## src/rtl/tone_sequencer_pkg.sv

```systemverilog
// tone_sequencer_pkg
//   Shared sequencer state type, register word offsets (addr[9:2]),
//   CTRL bit positions and the byte-strobe merge helper.
package tone_sequencer_pkg;

  typedef enum logic [1:0] {
    IDLE    = 2'd0,
    WRITE   = 2'd1,
    HOLD    = 2'd2,
    SILENCE = 2'd3
  } seq_state_t;

  // Word offsets, i.e. byte address >> 2
  localparam logic [7:0] REG_CTRL   = 8'h00;
  localparam logic [7:0] REG_STATUS = 8'h01;
  localparam logic [7:0] REG_LENGTH = 8'h02;
  localparam logic [7:0] REG_IRQ    = 8'h03;
  localparam logic [7:0] REG_TABLE  = 8'h40;

  localparam int CTRL_START = 0;
  localparam int CTRL_STOP  = 1;
  localparam int CTRL_LOOP  = 2;

  function automatic logic [31:0] apply_wstrb(input logic [31:0] cur,
                                              input logic [31:0] nxt,
                                              input logic [3:0]  strb);
    logic [31:0] res;
    for (int b = 0; b < 4; b++) begin
      res[8*b +: 8] = strb[b] ? nxt[8*b +: 8] : cur[8*b +: 8];
    end
    return res;
  endfunction

endpackage

```

## src/rtl/tone_seq_table.sv

```systemverilog
// tone_seq_table
//   DEPTH entries of (32-bit threshold, DUR_W-bit duration).
//   Ports: clk, resetn (async active-low); one byte-strobed write port
//   (we, wsel_dur selects the duration field, widx, wstrb, wdata);
//   read port a (slave readback, duration zero-extended to 32 bits);
//   read port b (sequencer). Both read ports are combinational.
module tone_seq_table
  import tone_sequencer_pkg::*;
#(
  parameter int DEPTH = 16,
  parameter int DUR_W = 24,
  parameter int IDX_W = $clog2(DEPTH)
) (
  input  logic             clk,
  input  logic             resetn,
  input  logic             we,
  input  logic             wsel_dur,
  input  logic [IDX_W-1:0] widx,
  input  logic [3:0]       wstrb,
  input  logic [31:0]      wdata,
  input  logic [IDX_W-1:0] ridx_a,
  output logic [31:0]      rthresh_a,
  output logic [31:0]      rdur_a,
  input  logic [IDX_W-1:0] ridx_b,
  output logic [31:0]      rthresh_b,
  output logic [DUR_W-1:0] rdur_b
);

  logic [31:0]      thresh_q [DEPTH];
  logic [DUR_W-1:0] dur_q    [DEPTH];
  logic [31:0]      dur_merge;

  // Duration strobes act on the zero-extended 32-bit view; upper bits drop.
  assign dur_merge = apply_wstrb(32'(dur_q[widx]), wdata, wstrb);

  always_ff @(posedge clk or negedge resetn) begin
    if (!resetn) begin
      for (int i = 0; i < DEPTH; i++) begin
        thresh_q[i] <= '0;
        dur_q[i]    <= '0;
      end
    end else if (we) begin
      if (wsel_dur) dur_q[widx] <= dur_merge[DUR_W-1:0];
      else          thresh_q[widx] <= apply_wstrb(thresh_q[widx], wdata, wstrb);
    end
  end

  assign rthresh_a = thresh_q[ridx_a];
  assign rdur_a    = 32'(dur_q[ridx_a]);
  assign rthresh_b = thresh_q[ridx_b];
  assign rdur_b    = dur_q[ridx_b];

endmodule

```

## src/rtl/tone_sequencer.sv

```systemverilog
// tone_sequencer
//   Bus slave holding a tone table; once started it masters the square-wave
//   generator CSR port, writing each threshold and holding it for its
//   duration, then writes 0 to silence the generator.
//   Slave port : valid, ready, wstrb (0 = read), addr, wdata, rdata
//   Master port: m_valid, m_ready, m_wstrb, m_addr, m_wdata
//   Status     : busy; irq when TONE_SEQUENCER_IRQ_EN is defined
//   Optional   : TONE_SEQUENCER_IRQ_EN adds the done-sticky IRQ register and irq port.
//
//   state   | meaning
//   IDLE    | waiting for START with non-empty table
//   WRITE   | m_valid high with THRESH[idx], waiting for m_ready
//   HOLD    | dcnt counting down the tone duration
//   SILENCE | m_valid high with 0, waiting for m_ready, then IDLE
module tone_sequencer
  import tone_sequencer_pkg::*;
#(
  parameter int DEPTH = 16,
  parameter int DUR_W = 24
) (
  input  logic        clk,
  input  logic        resetn,
  input  logic        valid,
  output logic        ready,
  input  logic [3:0]  wstrb,
  input  logic [31:0] addr,
  input  logic [31:0] wdata,
  output logic [31:0] rdata,
  output logic        m_valid,
  input  logic        m_ready,
  output logic [3:0]  m_wstrb,
  output logic [31:0] m_addr,
  output logic [31:0] m_wdata,
  output logic        busy
`ifdef TONE_SEQUENCER_IRQ_EN
  ,
  output logic        irq
`endif
);

  localparam int IDX_W = $clog2(DEPTH);
  localparam int LEN_W = IDX_W + 1;

  logic [7:0]       word;
  logic             wr_en;
  logic             ctrl_wr;
  logic             start_cmd;
  logic             stop_cmd;
  logic [7:0]       tbl_off;
  logic             tbl_hit;
  logic [IDX_W-1:0] tbl_idx;
  logic             tbl_dur;
  logic             tbl_we;
  logic             len_wr;
  logic [31:0]      len_merge;
  logic [LEN_W-1:0] len_next;
  logic [LEN_W-1:0] len_q;
  logic             loop_q;
  logic [31:0]      rd_val;
  logic [31:0]      tbl_thresh_a;
  logic [31:0]      tbl_dur_a;

  seq_state_t       state;
  logic [IDX_W-1:0] idx;
  logic [IDX_W-1:0] seq_ridx;
  logic [31:0]      seq_thresh;
  logic [DUR_W-1:0] seq_dur;
  logic [DUR_W-1:0] dcnt;
  logic             stop_pend;
  logic             last_entry;
  logic             silence_ack;
  logic             unused_addr;
`ifdef TONE_SEQUENCER_IRQ_EN
  logic             done_q;
`endif

  assign unused_addr = ^{addr[31:10], addr[1:0]};

  // ---------------- slave decode ----------------
  assign word      = addr[9:2];
  assign wr_en     = valid && (wstrb != 4'h0);
  assign ctrl_wr   = wr_en && (word == REG_CTRL) && wstrb[0];
  assign start_cmd = ctrl_wr && wdata[CTRL_START];
  assign stop_cmd  = ctrl_wr && wdata[CTRL_STOP];

  assign tbl_off = word - REG_TABLE;
  assign tbl_hit = (word >= REG_TABLE) && ({1'b0, tbl_off} < 9'(2 * DEPTH));
  assign tbl_idx = tbl_off[IDX_W:1];
  assign tbl_dur = tbl_off[0];
  assign tbl_we  = wr_en && tbl_hit && !busy;
  assign len_wr  = wr_en && (word == REG_LENGTH) && !busy;

  assign len_merge = apply_wstrb(32'(len_q), wdata, wstrb);
  assign len_next  = (len_merge > 32'(DEPTH)) ? LEN_W'(DEPTH) : LEN_W'(len_merge);

  always_comb begin
    rd_val = '0;
    case (word)
      REG_CTRL:   rd_val[CTRL_LOOP] = loop_q;
      REG_STATUS: begin
        rd_val[0]          = busy;
        rd_val[8 +: IDX_W] = idx;
      end
      REG_LENGTH: rd_val[LEN_W-1:0] = len_q;
`ifdef TONE_SEQUENCER_IRQ_EN
      REG_IRQ:    rd_val[0] = done_q;
`endif
      default:    if (tbl_hit) rd_val = tbl_dur ? tbl_dur_a : tbl_thresh_a;
    endcase
  end

  always_ff @(posedge clk or negedge resetn) begin
    if (!resetn) begin
      ready  <= 1'b0;
      rdata  <= '0;
      len_q  <= '0;
      loop_q <= 1'b0;
    end else begin
      ready <= valid;
      rdata <= (valid && (wstrb == 4'h0)) ? rd_val : '0;
      if (ctrl_wr) loop_q <= wdata[CTRL_LOOP];
      if (len_wr)  len_q  <= len_next;
    end
  end

  tone_seq_table #(
    .DEPTH (DEPTH),
    .DUR_W (DUR_W),
    .IDX_W (IDX_W)
  ) u_table (
    .clk       (clk),
    .resetn    (resetn),
    .we        (tbl_we),
    .wsel_dur  (tbl_dur),
    .widx      (tbl_idx),
    .wstrb     (wstrb),
    .wdata     (wdata),
    .ridx_a    (tbl_idx),
    .rthresh_a (tbl_thresh_a),
    .rdur_a    (tbl_dur_a),
    .ridx_b    (seq_ridx),
    .rthresh_b (seq_thresh),
    .rdur_b    (seq_dur)
  );

  // ---------------- sequencer ----------------
  assign last_entry  = ({1'b0, idx} == (len_q - LEN_W'(1)));
  assign silence_ack = (state == SILENCE) && m_ready;

  // The sequencer read port looks at the entry the next transition needs:
  // entry 0 when starting, the following entry at the end of a hold.
  always_comb begin
    seq_ridx = idx;
    if (state == IDLE)      seq_ridx = '0;
    else if (state == HOLD) seq_ridx = last_entry ? '0 : idx + IDX_W'(1);
  end

  always_ff @(posedge clk or negedge resetn) begin
    if (!resetn) begin
      state     <= IDLE;
      idx       <= '0;
      dcnt      <= '0;
      stop_pend <= 1'b0;
      m_valid   <= 1'b0;
      m_wdata   <= '0;
      busy      <= 1'b0;
    end else begin
      case (state)
        IDLE: begin
          stop_pend <= 1'b0;
          if (start_cmd && !stop_cmd && (len_q != '0)) begin
            state   <= WRITE;
            idx     <= '0;
            m_valid <= 1'b1;
            m_wdata <= seq_thresh;
            busy    <= 1'b1;
          end
        end
        WRITE: begin
          if (m_ready) begin
            if (stop_pend || stop_cmd) begin
              // Keep m_valid high: the silencing write follows back to back.
              state     <= SILENCE;
              m_wdata   <= '0;
              stop_pend <= 1'b0;
            end else begin
              state   <= HOLD;
              m_valid <= 1'b0;
              dcnt    <= (seq_dur == '0) ? '0 : seq_dur - DUR_W'(1);
            end
          end else if (stop_cmd) begin
            stop_pend <= 1'b1;
          end
        end
        HOLD: begin
          if (stop_cmd || ((dcnt == '0) && last_entry && !loop_q)) begin
            state   <= SILENCE;
            m_valid <= 1'b1;
            m_wdata <= '0;
          end else if (dcnt == '0) begin
            state   <= WRITE;
            idx     <= seq_ridx;
            m_valid <= 1'b1;
            m_wdata <= seq_thresh;
          end else begin
            dcnt <= dcnt - DUR_W'(1);
          end
        end
        SILENCE: begin
          if (m_ready) begin
            state   <= IDLE;
            m_valid <= 1'b0;
            busy    <= 1'b0;
          end
        end
        default: state <= IDLE;
      endcase
    end
  end

  assign m_wstrb = m_valid ? 4'hF : 4'h0;
  assign m_addr  = '0;

`ifdef TONE_SEQUENCER_IRQ_EN
  always_ff @(posedge clk or negedge resetn) begin
    if (!resetn) begin
      done_q <= 1'b0;
    end else if (silence_ack) begin
      done_q <= 1'b1;
    end else if (wr_en && (word == REG_IRQ) && wstrb[0] && wdata[0]) begin
      done_q <= 1'b0;
    end
  end

  assign irq = done_q;
`endif

endmodule
```

## config.mk

```make
export PLATFORM = sky130hd
export DESIGN_NAME = tone_sequencer
export DESIGN_NICKNAME = d
export VERILOG_FILES = /design/src/rtl/tone_sequencer_pkg.sv /design/src/rtl/tone_seq_table.sv /design/src/rtl/tone_sequencer.sv
export SDC_FILE = /design/constraint.sdc
export NUM_CORES = 2
export LEC_CHECK = 0
export CELL_PAD_IN_SITES_DETAIL_PLACEMENT = 0
export CELL_PAD_IN_SITES_GLOBAL_PLACEMENT = 1
export CORE_UTILIZATION = 46
export DETAILED_ROUTE_END_ITERATION = 12
export DONT_BUFFER_PORTS = 1
export PLACE_DENSITY = 0.75
export REMOVE_ABC_BUFFERS = 1
export SETUP_SLACK_MARGIN = 0.1
export SYNTH_ARGS = -nofsm -noshare
export SYNTH_HDL_FRONTEND = slang
export SYNTH_SLANG_ARGS = --single-unit
```

## constraint.sdc

```tcl
create_clock -name clk -period 5.02 [get_ports clk]
set_input_delay 1.004 -clock clk [delete_from_list [all_inputs] [get_ports clk]]
set_output_delay 1.004 -clock clk [all_outputs]
set_load 0.05 [all_outputs]
```

==> results.md <==
* EDFF count, synth at 0
* Most frequent cells in the layout: nand2_1 (1035), dfrtp_1 (998), nor2_1 (573)
* Main flop type after synthesis: dfrtp_1
* YS warnings at 0
* Antenna Nets Post-Route at 0
* Num Clock Sinks at 1000
* Critical Path AT at 5430 ps
* Largest net degree at the start of global routing at 271
* Hpwl dp at 114000 µm
* Post-synthesis cell count at 5837
* Via density at 6.37
* Clk Latency, worst-skew pair at 720 ps
* # H-tree levels at 3
* Post-Syn Area per Cell at 9.40 µm²
* Worst setup SP type: register
* Root Driver: clkbuf_16
* Crit path max fanout at 10
* R2R depth at 14
* DP Worst Slack at -21.4 ps
* Initial antenna violation count at 4
* Max_cap viols at 0
* Area share of xor/xnor cells in the synthesized design at 0.00367
* Setup TNS at 0 ps
* Worst EP required at 5600 ps
* PortBufs at 0
* Unrepaired setup endpoints after global routing: false
* Fmax at 206 MHz
* Seq cells post-synth at 1000
* Mux share of post-synthesis cell area at 0.155
* Cells after DPL at 7059
* CTS tree: done
* Synth async-reset ratio at 1.00
* Hold Crit Class: in -> async
* PD cells at 456 nW/µm²
* DRT Wirelength at 197000 µm
* First-pass GRT wire length at 292000 µm
* Clk pin slew, worst setup/hold paths at 60 ps
* Main combinational cell family by area after synthesis: compound AO/OA/AOI/OAI gates
* Final min period at 4850 ps
* First drt pass iteration count at 8
* Status: completed
* Layout cells sized above 1 at 0.151
* DR vias at 46500
* GPL Wtd Cong at 0.926
* Ranking of synthesized cells by area: dfrtp_1 (46%), mux4_2 (11%), nand2_1 (7.2%)
* Total grt overflow at 0
* Share of the synthesized area in the top cell type at 0.456
* Clock Path Buffers at 3
* Leakage Power at 0.0256 µW
* Worst Setup Path Type: reg -> reg
* Area delta synth->final at 12.1%
* Avg WL per Cell at 26.9 µm
* Final WS setup at 165 ps
* Final setup skew at 37.5 ps
* Chip width at 347 µm
* Sequential fraction of the synthesis area at 0.456
* R2r endpoint: dcnt[11]
* Commonest non-fill, non-tap cell in the layout: nand2_1
* Post-synth cell types at 88
* Post-Syn Area at 54900 µm²
* Final Hold Viols at 0
* Fill cells at 10700
* DR iter-0 viols at 5143
* Final Max Tran Viols at 0
* Fin util at 0.521
* Num CTS Buffers at 113
* Area leader, netlist: dfrtp_1
* RR Startpoint: idx[0]
* Peak VDD IR at 0.486 mV
* Starting Density at 0.465
* Fin nets at 5754
* R2r setup slk at 170 ps
* Synth Area in Simple Gates at 0.168
* Die area at 121000 µm²
* Top Ports at 175
* Vias in the first global route at 43900
* Setup violations, final at 0
* GRT Overall Usage at 0.322
* Slew headroom at 0.103
* Tightest Pin Transition at 1350 ps
* Row count at 126
* CORE AREA at 118000 µm²
* Die Y at 347 µm
* Crit share post-route at 0.967
* Worst Setup End Kind: register
* Post-route insts no fill at 7304
* Synth Area in Compound Gates at 0.170
* Remaining routing DRC violations at 0
* Synth Area in Adders at 0.00228
[synth_stat cells, types with 24 or more instances]
cell      number
nand2_1     1053
dfrtp_1     1000
nor2_1       595
a21oi_1      566
o21ai_0      480
clkbuf_1     437
mux4_2       280
mux2i_1      186
nand3_1      155
and3_1       135
a311oi_1     107
nor3_1        76
a211oi_1      61
buf_1         61
a22o_1        50
o31ai_1       44
buf_4         42
a22oi_1       38
o22ai_1       35
mux2_2        29
buf_2         24
[routing by layer]
metal	vias up	wire, µm	track usage
li1	20700	-	-
met1	23200	80200	0.444
met2	2216	89900	0.502
met3	443	18200	0.0612
met4	8	8280	0.130
met5	-	55	0
[flip-flops by register name, summed over array words and instances (netlist names), 2 cells and up]
| signal | cells |
|---|---|
| u_table.dur_q | 384 |
| rdata | 32 |
| dcnt | 24 |
| u_table.thresh_q | 512 |
| m_wdata | 32 |
| idx | 4 |
| state | 2 |
| len_q | 5 |
[metrics by stage]
step / hold slack (ps) / instance area, µm² / total power, µW
2_1_floorplan: 463 / 52600 / 15000
3_3_place_gp: 482 / 56900 / 18400
3_5_place_dp: 489 / 56900 / 18500
4_1_cts: 125 / 61000 / 27500
5_1_grt: 144 / 61500 / 29100
6_report: 143 / 61500 / 28100
[worst max path at each step]
stage             start       end  slack [ps]  cells after the start
2_1_floorplan    idx[0]  dcnt[11]      -10470                     11
3_3_place_gp   state[1]   dcnt[9]          50                     15
3_5_place_dp   state[1]   dcnt[6]         -20                     15
4_1_cts        len_q[0]   dcnt[2]         120                     15
5_1_grt        len_q[1]  dcnt[11]         100                     17
6_report         idx[0]  dcnt[11]         170                     14
[cells by family after synthesis]
kind of cell | Yosys count
xor gates and xnor gates | 23
other | 1
buffers and inverters | 599
and+or+nand+nor | 2159
AOI/OAI and AO/OA | 1550
muxes | 495
adders and majority gates | 10
DFF | 1000
[worst max-delay path: stages (launching register included)]
cell	delay, ps
dfrtp_2	400
ha_1	330
mux2i_1	240
or2_2	420
a21oi_2	770
buf_4	280
a31oi_1	90
a32oi_1	180
nand3_1	170
or4_4	620
or4_4	540
o31ai_4	230
buf_6	160
clkbuf_16	140
o221ai_1	120
[report_power, final]
group	total, µW	internal (µW)	switching, µW
Combinational	9610	3560	6060
Sequential	9420	8550	867
Clock	9050	5440	3610
Total	28100	17500	10500
[what timing repair did]
action                                 in CTS  in global routing
gates resized for setup                     4                 43
setup endpoints to repair                  24                 24
gates cloned                                1                  6
setup buffers                               4                 19
endpoints found under the hold margin      46                  0
hold buffers                                1                  0
pin swaps                                   2                 11
[cell type report]
type	count	area (µm²)	area share
Tap cell	1536	1920	0.0312
Timing Repair Buffer	262	2430	0.0396
Multi-Input combinational cell	4271	28000	0.455
Sequential cell	1000	25000	0.407
Antenna cell	1	2.50	0.0000407
Inverter	24	90.1	0.00146
Clock buffer	159	3330	0.0542
Clock inverter	51	714	0.0116
No activity file was read; power rests on OpenSTA's default activity.
